`src/rtl/mmio_timer_if.sv`:
```
// Data-memory-port bus as seen by a memory-mapped responder.
interface mmio_timer_if;
  logic [31:0] a;
  logic [31:0] wd;
  logic        we;
  logic [31:0] rd;
  logic        hit;
  logic        irq;

  modport master (output a, output wd, output we, input rd, input hit, input irq);
  modport slave  (input a, input wd, input we, output rd, output hit, output irq);
endinterface

```
`src/rtl/mmio_timer.sv`:
```
// Memory-mapped prescaled timer/counter with compare, wrap and level interrupt.
module mmio_timer #(
  parameter logic [31:0] BASE = 32'h0000_0080
) (
  input  logic         clk,
  input  logic         reset_n,
  mmio_timer_if.slave  bus
);

  localparam int unsigned DW = 32;
  localparam int unsigned PW = 8;

  localparam logic [1:0] OFF_CTRL   = 2'd0;
  localparam logic [1:0] OFF_COUNT  = 2'd1;
  localparam logic [1:0] OFF_CMP    = 2'd2;
  localparam logic [1:0] OFF_STATUS = 2'd3;

  logic          en, reload, ien;
  logic [PW-1:0] presc;
  logic [PW-1:0] pcnt;
  logic [DW-1:0] count;
  logic [DW-1:0] cmp;
  logic          match, wrap;

  logic          hit_c;
  logic [1:0]    off_c;
  logic          wr_ctrl_c, wr_count_c, wr_cmp_c, wr_status_c;
  logic          tick_c;
  logic          cnt_eq_cmp_c, cnt_max_c;
  logic          set_match_c, set_wrap_c;
  logic          clr_match_c, clr_wrap_c;
  logic [DW-1:0] rd_c;
  logic [1:0]    unused_addr_lsb;

  assign unused_addr_lsb = bus.a[1:0];

  // Address decode and write strobes
  assign hit_c       = (bus.a[31:4] == BASE[31:4]);
  assign off_c       = bus.a[3:2];
  assign wr_ctrl_c   = bus.we & hit_c & (off_c == OFF_CTRL);
  assign wr_count_c  = bus.we & hit_c & (off_c == OFF_COUNT);
  assign wr_cmp_c    = bus.we & hit_c & (off_c == OFF_CMP);
  assign wr_status_c = bus.we & hit_c & (off_c == OFF_STATUS);

  // Tick and event detection use the pre-edge CTRL/CMP values
  assign tick_c       = en & (pcnt == presc);
  assign cnt_eq_cmp_c = (count == cmp);
  assign cnt_max_c    = (count == {DW{1'b1}});
  // A CPU write to COUNT overrides the tick and suppresses its events
  assign set_match_c  = tick_c & ~wr_count_c & cnt_eq_cmp_c;
  assign set_wrap_c   = tick_c & ~wr_count_c & ~cnt_eq_cmp_c & cnt_max_c;
  assign clr_match_c  = wr_status_c & bus.wd[0];
  assign clr_wrap_c   = wr_status_c & bus.wd[1];

  always_comb begin
    rd_c = '0;
    if (hit_c) begin
      case (off_c)
        OFF_CTRL:   rd_c = {16'b0, presc, 5'b0, ien, reload, en};
        OFF_COUNT:  rd_c = count;
        OFF_CMP:    rd_c = cmp;
        OFF_STATUS: rd_c = {30'b0, wrap, match};
        default:    rd_c = '0;
      endcase
    end
  end

  assign bus.rd  = rd_c;
  assign bus.hit = hit_c;
  assign bus.irq = ien & (match | wrap);

  always_ff @(posedge clk or negedge reset_n) begin
    if (!reset_n) begin
      en     <= 1'b0;
      reload <= 1'b0;
      ien    <= 1'b0;
      presc  <= '0;
      pcnt   <= '0;
      count  <= '0;
      cmp    <= '0;
      match  <= 1'b0;
      wrap   <= 1'b0;
    end else begin
      if (wr_ctrl_c) begin
        en     <= bus.wd[0];
        reload <= bus.wd[1];
        ien    <= bus.wd[2];
        presc  <= bus.wd[15:8];
      end

      // Any CTRL write restarts the prescaler
      if (wr_ctrl_c || !en || tick_c) pcnt <= '0;
      else                            pcnt <= pcnt + PW'(1);

      if (wr_count_c) begin
        count <= bus.wd;
      end else if (tick_c) begin
        if (cnt_eq_cmp_c && reload) count <= '0;
        else                        count <= count + DW'(1);
      end

      if (wr_cmp_c) cmp <= bus.wd;

      // Set has priority over write-1-to-clear
      match <= set_match_c | (match & ~clr_match_c);
      wrap  <= set_wrap_c  | (wrap  & ~clr_wrap_c);
    end
  end

endmodule

```
`src/flat_wrapper.sv`:
```
// flat-port wrapper written by rule: the top's interface ports become plain ports
module mmio_timer_flat 
#(
  parameter logic [31:0] BASE = 32'h0000_0080
)
  (clk, reset_n, bus_a, bus_wd, bus_we, bus_rd, bus_hit, bus_irq);
  mmio_timer_if bus_i ();
  input  logic clk;
  input  logic reset_n;
  input wire logic [$bits(bus_i.a)-1:0] bus_a;
  input wire logic [$bits(bus_i.wd)-1:0] bus_wd;
  input wire logic [$bits(bus_i.we)-1:0] bus_we;
  output wire logic [$bits(bus_i.rd)-1:0] bus_rd;
  output wire logic [$bits(bus_i.hit)-1:0] bus_hit;
  output wire logic [$bits(bus_i.irq)-1:0] bus_irq;
  assign bus_i.a = bus_a;
  assign bus_i.wd = bus_wd;
  assign bus_i.we = bus_we;
  assign bus_rd = bus_i.rd;
  assign bus_hit = bus_i.hit;
  assign bus_irq = bus_i.irq;
  mmio_timer #(.BASE(BASE)) u_core (.clk(clk), .reset_n(reset_n), .bus(bus_i));
endmodule
```
`config.mk`:
```
export PLATFORM = sky130hd
export DESIGN_NAME = mmio_timer_flat
export DESIGN_NICKNAME = d
export VERILOG_FILES = /design/src/rtl/mmio_timer_if.sv /design/src/rtl/mmio_timer.sv /design/src/flat_wrapper.sv
export SDC_FILE = /design/constraint.sdc
export NUM_CORES = 1
export LEC_CHECK = 0
export CAP_MARGIN = 10
export CORE_UTILIZATION = 35
export CTS_CLUSTER_SIZE = 25
export DETAILED_ROUTE_END_ITERATION = 8
export GPL_ROUTABILITY_DRIVEN = 1
export HOLD_SLACK_MARGIN = 0.08
export SLEW_MARGIN = 0
export SYNTH_ARGS = -nofsm -noshare
export SYNTH_HDL_FRONTEND = slang
export SYNTH_SLANG_ARGS = --single-unit
```
`constraint.sdc`:
```
create_clock -name clk -period 3.4 [get_ports clk]
set_input_delay 0.34 -clock clk [delete_from_list [all_inputs] [get_ports clk]]
set_output_delay 0.34 -clock clk [all_outputs]
set_load 0.01 [all_outputs]
```
==> impl_results.md, run 1 <==
- Status: finished, final reports clean
- Met1 Wirelength: slightly above 7000 µm
- Site Rows: between 40 and 50
- Top-Level Pins: 101
- Placer Congestion: about 0.92
- Clock Pin Slew Worst Setup and Hold Paths: roughly 0.060 ns
- Antenna viol nets, final: 0
- Die width: ~130 µm
- P_int: slightly below 2000 µW
- Arrival time worst endpoint: around 3.1 ns
- R2R Setup Slk: 0.49 ns
- Area of the multi-input gates: between 3000 and 4000 µm²
- Vias: a little under 5,000
- Hold Vio Cnt, Final: 0
- Clock root cell: clkbuf_16
- GR Overflow Total: 0
- Syn Std Cell Area: 5421 µm²
- Worst reg2reg endpoint: u_core.count[8]
- DRT Wirelength: 16,250 µm
- Vias in the first global route: roughly 4,900
- Clk sink count: 85
- Final Core Density: 0.4584
- Synth Net Count: between 600 and 700
- Setup TNS: 0 ns
- # Post-CTS Setup Buffers: 0
- Die area: between 15,000 and 20,000 µm²
- CTS H-tree depth: 3
- Primary FF master, synth: dfrtp_1
- Post-synth ARST share: 1.000
- Initial antenna violation count: 0
- Seq pwr share: 0.412
- Final setup skew: about 0.011 ns
- Fin crit share: 0.8557
- 1st-iter DRT viols: 343
- Slew Limit Headroom: 0.4202
- Yosys warns: 0
- Comb pwr share: 0.066
- Total global routing track utilization: 0.2130
- Distinct cell type count after synthesis: between 50 and 60
- Metal2 WL: roughly 8000 µm
- Final Net Count: 734
- # setup viols final: 0
- Buffer depth of the longest clock path: 2
- First-pass GRT wire length: approximately 27,000 µm
- Largest net degree at the start of global routing: 61
- Post-CTS Hold Fix Bufs: 0
- Kind of critical path: reg -> reg
- Final Critical Period: 2.909 ns
- Average wire per cell in the routed design: roughly 19 µm
- Post-CTS Resized: 0
- Reg2reg path depth: 7
- First-pass DRT Iterations: 5
- DRC Markers: 0
- Critical Path RT: between 3 and 4 ns
- Register Area: roughly 2100 µm²
- Sw Ratio: 0.1999
- Fmax: approximately 340 MHz
- Clk_lat worst skew: approximately 0.35 ns
- P_sw: 491.2 µW
- TritonCTS buffer count: 9
- Initial Util: 0.3580
- Vert. Die Dim: roughly 130 µm
- Fillers: about 1,400
- Hold/Removal Path Class: in -> async
- Static Leak: 0.002775 µW
- Max-Cap Viols: 0
- Top layer in use: met4
- Diode count: 0
- CP Max Fanout: 13
- CTS tree: done
- Area grow syn2layout: 28.06%
- Element type at the critical path end: flip-flop
- Layout cells sized above 1: 0.1343
- Crit start category: flip-flop
- Fin. max-slew vios: 0
- Flops & latches, synth: 85
- Slew @ Worst Pin: roughly 0.87 ns
- RR Startpoint: u_core.count[28]
- Avg Inst Size Synth: just over 9 µm²
- Cell count after synthesis: 590
- Pwr/cell area: roughly 350 nW/µm²
- Worst vdd ir: ~0.00024 V
- Via-per-instance ratio: between 5 and 6
- RSZ-0062 raised after global routing: false
- Core ar.: between 15,000 and 20,000 µm²
- Clock power frac: 0.523
- DR WL met3: 710 µm
- Sequential share of the synthesized area: 0.3923
- Quantity of I/O buffers inserted on ports: just under 100
- Detailed Place HPWL: around 12,000 µm
- EDFF count, synth: 0
-- flip-flops by register name (all words and copies together) (netlist names) --
register       flops
u_core.en          1
u_core.presc       8
u_core.ien         1
u_core.count      32
u_core.cmp        32
u_core.pcnt        8
u_core.reload      1
u_core.wrap        1
u_core.match       1
-- cell usage in the layout, fill, tap and decap left out, drive strengths merged, types with 20 or more instances in the layout --
cell type      netlist  routed
clkdlybuf4s50        0      97
dfrtp               85      85
nor2                73      73
mux2                43      43
xnor2               36      36
nand2               34      34
a21oi               33      33
a22oi               22      22
nand3               20      20
nand4               20      20
nor4                20      20
-- layout make-up --
| class | count | share of cell area |
|---|---|---|
| clock buffer | 10 | 0.03298 |
| clock inverter | 6 | 0.02289 |
| inverter | 5 | 0.002703 |
| multi-input combinational | 450 | 0.4412 |
| sequential | 85 | 0.3064 |
| tap | 188 | 0.03388 |
| timing repair buffer | 114 | 0.1600 |
-- metrics by stage --
step / total power, µW / area [µm²] / worst slack, ns / hold WS [ns] / instances
floorplan: 1069 / 5421 / 1.281 / 0.04441 / 590
global placement: 1192 / 6555 / 0.6395 / 0.4893 / 842
detailed placement: 1194 / 6555 / 0.6064 / 0.4866 / 842
CTS: 2485 / 6943 / 0.5879 / 0.1109 / 858
global route: 2551 / 6943 / 0.4609 / 0.1510 / 858
finish: 2457 / 6943 / 0.4907 / 0.08779 / 858
-- per-layer routing --
layer,GRT usage,up-vias
met5,0,-
met4,0.05811,0
met3,0.04429,22
met2,0.3591,156
met1,0.2767,2384
li1,-,2291
-- Yosys cell counts (17+ instances only) --
master    count  area share
xnor2_1      36       0.058
nand2_1      34       0.024
nand3_1      20       0.018
nand4_1      18       0.021
mux2_2       43       0.089
a21oi_1      32       0.030
clkbuf_1     26       0.018
buf_2        20       0.018
dfrtp_1      85        0.39
nor4_1       17       0.020
a22oi_1      22       0.030
nor2_1       73       0.051
-- worst max path at each step --
stage	from	slack, ns	cells past startpoint	endpoint
final	u_core.count[28]	0.49	7	u_core.count[8]
after global routing	u_core.count[28]	0.46	7	u_core.count[8]
after CTS	u_core.count[28]	0.59	7	u_core.count[8]
after detailed placement	u_core.count[28]	0.61	7	u_core.count[8]
after global placement	bus_a[5]	0.64	7	u_core.count[27]
after floorplan	u_core.count[0]	1.28	8	u_core.count[30]
-- power by group through the flow --
stage / Clock (µW) / Combinational (µW) / Sequential, µW
floorplan: 0 / 38.6 / 1030
global placement: 0 / 162 / 1030
detailed placement: 0 / 164 / 1030
CTS: 1310 / 164 / 1010
global route: 1360 / 175 / 1010
finish: 1280 / 162 / 1010
-- worst max-delay path, cell delays in order, from the launching register on --
cell	delay (ns)
dfrtp_1	0.45
xnor2_1	0.38
nand4_1	0.21
nor4_1	0.52
and2_1	0.45
a21oi_2	0.31
a221oi_1	0.38
nor2_1	0.08
-- cell families after synthesis --
family          share of synthesized area
compound gates                     0.1526
buf+inv                           0.04431
simple gates                       0.2158
fa+ha+maj                        0.004615
flops                              0.3923
xor+xnor                          0.07431
mux                                0.1161
Note: power is estimated with default switching activity, not from simulation.
==> run 2: changes to the inputs <==
Settings changed: RECOVER_POWER from default to 100.
==> impl_results.md, run 2 (same netlist as run 1, synthesis figures left out) <==
- Total global routing track utilization: 0.2130
- Post-CTS Resized: 0
- CTS H-tree depth: 3
- Worst reg2reg endpoint: u_core.count[8]
- Layout cells sized above 1: 0.1269
- Area of the multi-input gates: approximately 3000 µm²
- Clk_lat worst skew: ~0.35 ns
- R2R Setup Slk: between 0.3 and 0.4 ns
- # setup viols final: 0
- TritonCTS buffer count: 9
- Vias in the first global route: about 4,900
- Kind of critical path: reg -> reg
- Slew @ Worst Pin: 1.588 ns
- Clock Pin Slew Worst Setup and Hold Paths: about 0.060 ns
- Worst vdd ir: around 0.00024 V
- Inst Count DP: between 800 and 900
- CP Max Fanout: 13
- Element type at the critical path end: flip-flop
- Fin cells: roughly 860
- Hold Vio Cnt, Final: 0
- Initial Util: 0.3580
- Register Area: around 2100 µm²
- 1st-iter DRT viols: 374
- Max-Cap Viols: 1
- Final setup skew: around 0.011 ns
- Core ar.: approximately 15,000 µm²
- GR Overflow Total: 0
- Fin. max-slew vios: 61
- DRT Wirelength: around 16,000 µm
- Fmax: 323.8 MHz
- Initial antenna violation count: 0
- Arrival time worst endpoint: roughly 3.3 ns
- First-pass GRT wire length: between 20,000 and 30,000 µm
- Status: complete, but fails checks
- DRC Markers: 0
- Commonest non-fill, non-tap cell in the layout: dfrtp_1
- Seq pwr share: 0.412
- Fillers: about 1,400
- P_sw: ~500 µW
- Vias: slightly below 5,000
- Antenna viol nets, final: 0
- Comb pwr share: 0.065
- # Post-CTS Setup Buffers: 0
- Clock root cell: clkbuf_16
- Placer Congestion: about 0.92
- Final Net Count: ~730
- CP Buf/Inv Count: 0
- Crit path max-delay family: simple AND/OR/NAND/NOR gates
- Top-Level Pins: just over 100
- Critical-path cell list: xnor2_1, nand4_1, nor4_1, and2_0, a21oi_2, a221oi_1, nor2_1
- CTS tree: done
- Worst path slowest cell: and2_0
- Die width: 126.5 µm
- First-pass DRT Iterations: 5
- Fin crit share: 0.9084
- Critical Path RT: between 3 and 4 ns
- RR Startpoint: u_core.count[28]
- Static Leak: between 0.002 and 0.003 µW
- Largest stage delay, worst path: between 0.5 and 0.6 ns
- Post-CTS Hold Fix Bufs: 0
- Quantity of I/O buffers inserted on ports: 98
- Detailed Place HPWL: 11,660 µm
- Via-per-instance ratio: about 5.7
- Clock power frac: 0.522
- Pwr/cell area: between 300 and 400 nW/µm²
- Buffer depth of the longest clock path: 2
- Largest net degree at the start of global routing: between 60 and 70
- Crit start category: flip-flop
- Clk sink count: 85
- Die area: approximately 16,000 µm²
- Vert. Die Dim: roughly 130 µm
- Failing checks: capacitance limit, slew limit
- Final Critical Period: a little over 3 ns
- Hold/Removal Path Class: in -> async
- Slew Limit Headroom: -0.05860
- Average wire per cell in the routed design: between 15 and 20 µm
- Commonest cells after routing, fill and taps aside: dfrtp_1 (85), nor2_1 (73), clkdlybuf4s50_1 (62)
- RSZ-0062 raised after global routing: false
- Sw Ratio: 0.1990
- Diode count: 0
- P_int: 1965 µW
- Reg2reg path depth: 7
- Largest regs: u_core.cmp (32), u_core.count (32)
- Area grow syn2layout: 27.56%
- Setup TNS: 0 ns
- Site Rows: 45
run 2: changes by cell type in the layout (fill, tap and decap cells not counted), sizes merged:
cell and delta:
buf -5, clkbuf +5, clkdlybuf4s50 -35, dlygate4sd3 +35
run 2: layout make-up:
| cell class | instances | area share |
|---|---|---|
| Timing Repair Buffer | 114 | 0.1585 |
| Inverter | 5 | 0.002714 |
| Tap cell | 188 | 0.03401 |
| Multi-Input combinational cell | 450 | 0.4411 |
| Clock buffer | 10 | 0.03311 |
| Sequential cell | 85 | 0.3076 |
| Clock inverter | 6 | 0.02298 |
run 2: power by group through the flow:
stage	combinational, µW	sequential [µW]	clock, µW
floorplan	38.6	1030	0
global placement	162	1030	0
detailed placement	164	1030	0
CTS	164	1010	1310
global route	174	1010	1360
finish	160	1010	1280
run 2: worst max path at each step:
stage,startpoint,endpoint,cells past startpoint
after floorplan,u_core.count[0],u_core.count[30],8
after global placement,bus_a[5],u_core.count[27],7
after detailed placement,u_core.count[28],u_core.count[8],7
after CTS,u_core.count[28],u_core.count[8],7
after global routing,u_core.count[28],u_core.count[8],7
final,u_core.count[28],u_core.count[8],7
run 2: metrics by stage:
step	util	total power [µW]	worst slack [ns]	hold WS (ns)	area [µm²]
after floorplan	-	1069	1.281	0.04441	5421
after global placement	0.4328	1192	0.6395	0.4893	6555
after detailed placement	0.4328	1194	0.6064	0.4866	6555
after CTS	0.4584	2485	0.5879	0.1109	6943
after global routing	0.4566	2549	0.2977	0.5242	6915
final	0.4566	2453	0.3114	0.3987	6915
run 2: worst reg2reg max path, stage by stage, from the launching register on:
cell and delay (ns):
dfrtp_1 0.45, xnor2_1 0.38, nand4_1 0.21, nor4_1 0.54, and2_0 0.57, a21oi_2 0.35, a221oi_1 0.39, nor2_1 0.08
run 2: metal layers:
layer | wire length [µm] | track usage | vias up | share of wire
met5 | 0 | 0 | - | 0
met4 | 261 | 0.05811 | 0 | 0.016
met3 | 748 | 0.04429 | 23 | 0.046
met2 | 8055 | 0.3591 | 158 | 0.50
met1 | 7206 | 0.2767 | 2398 | 0.44
li1 | - | - | 2294 | -
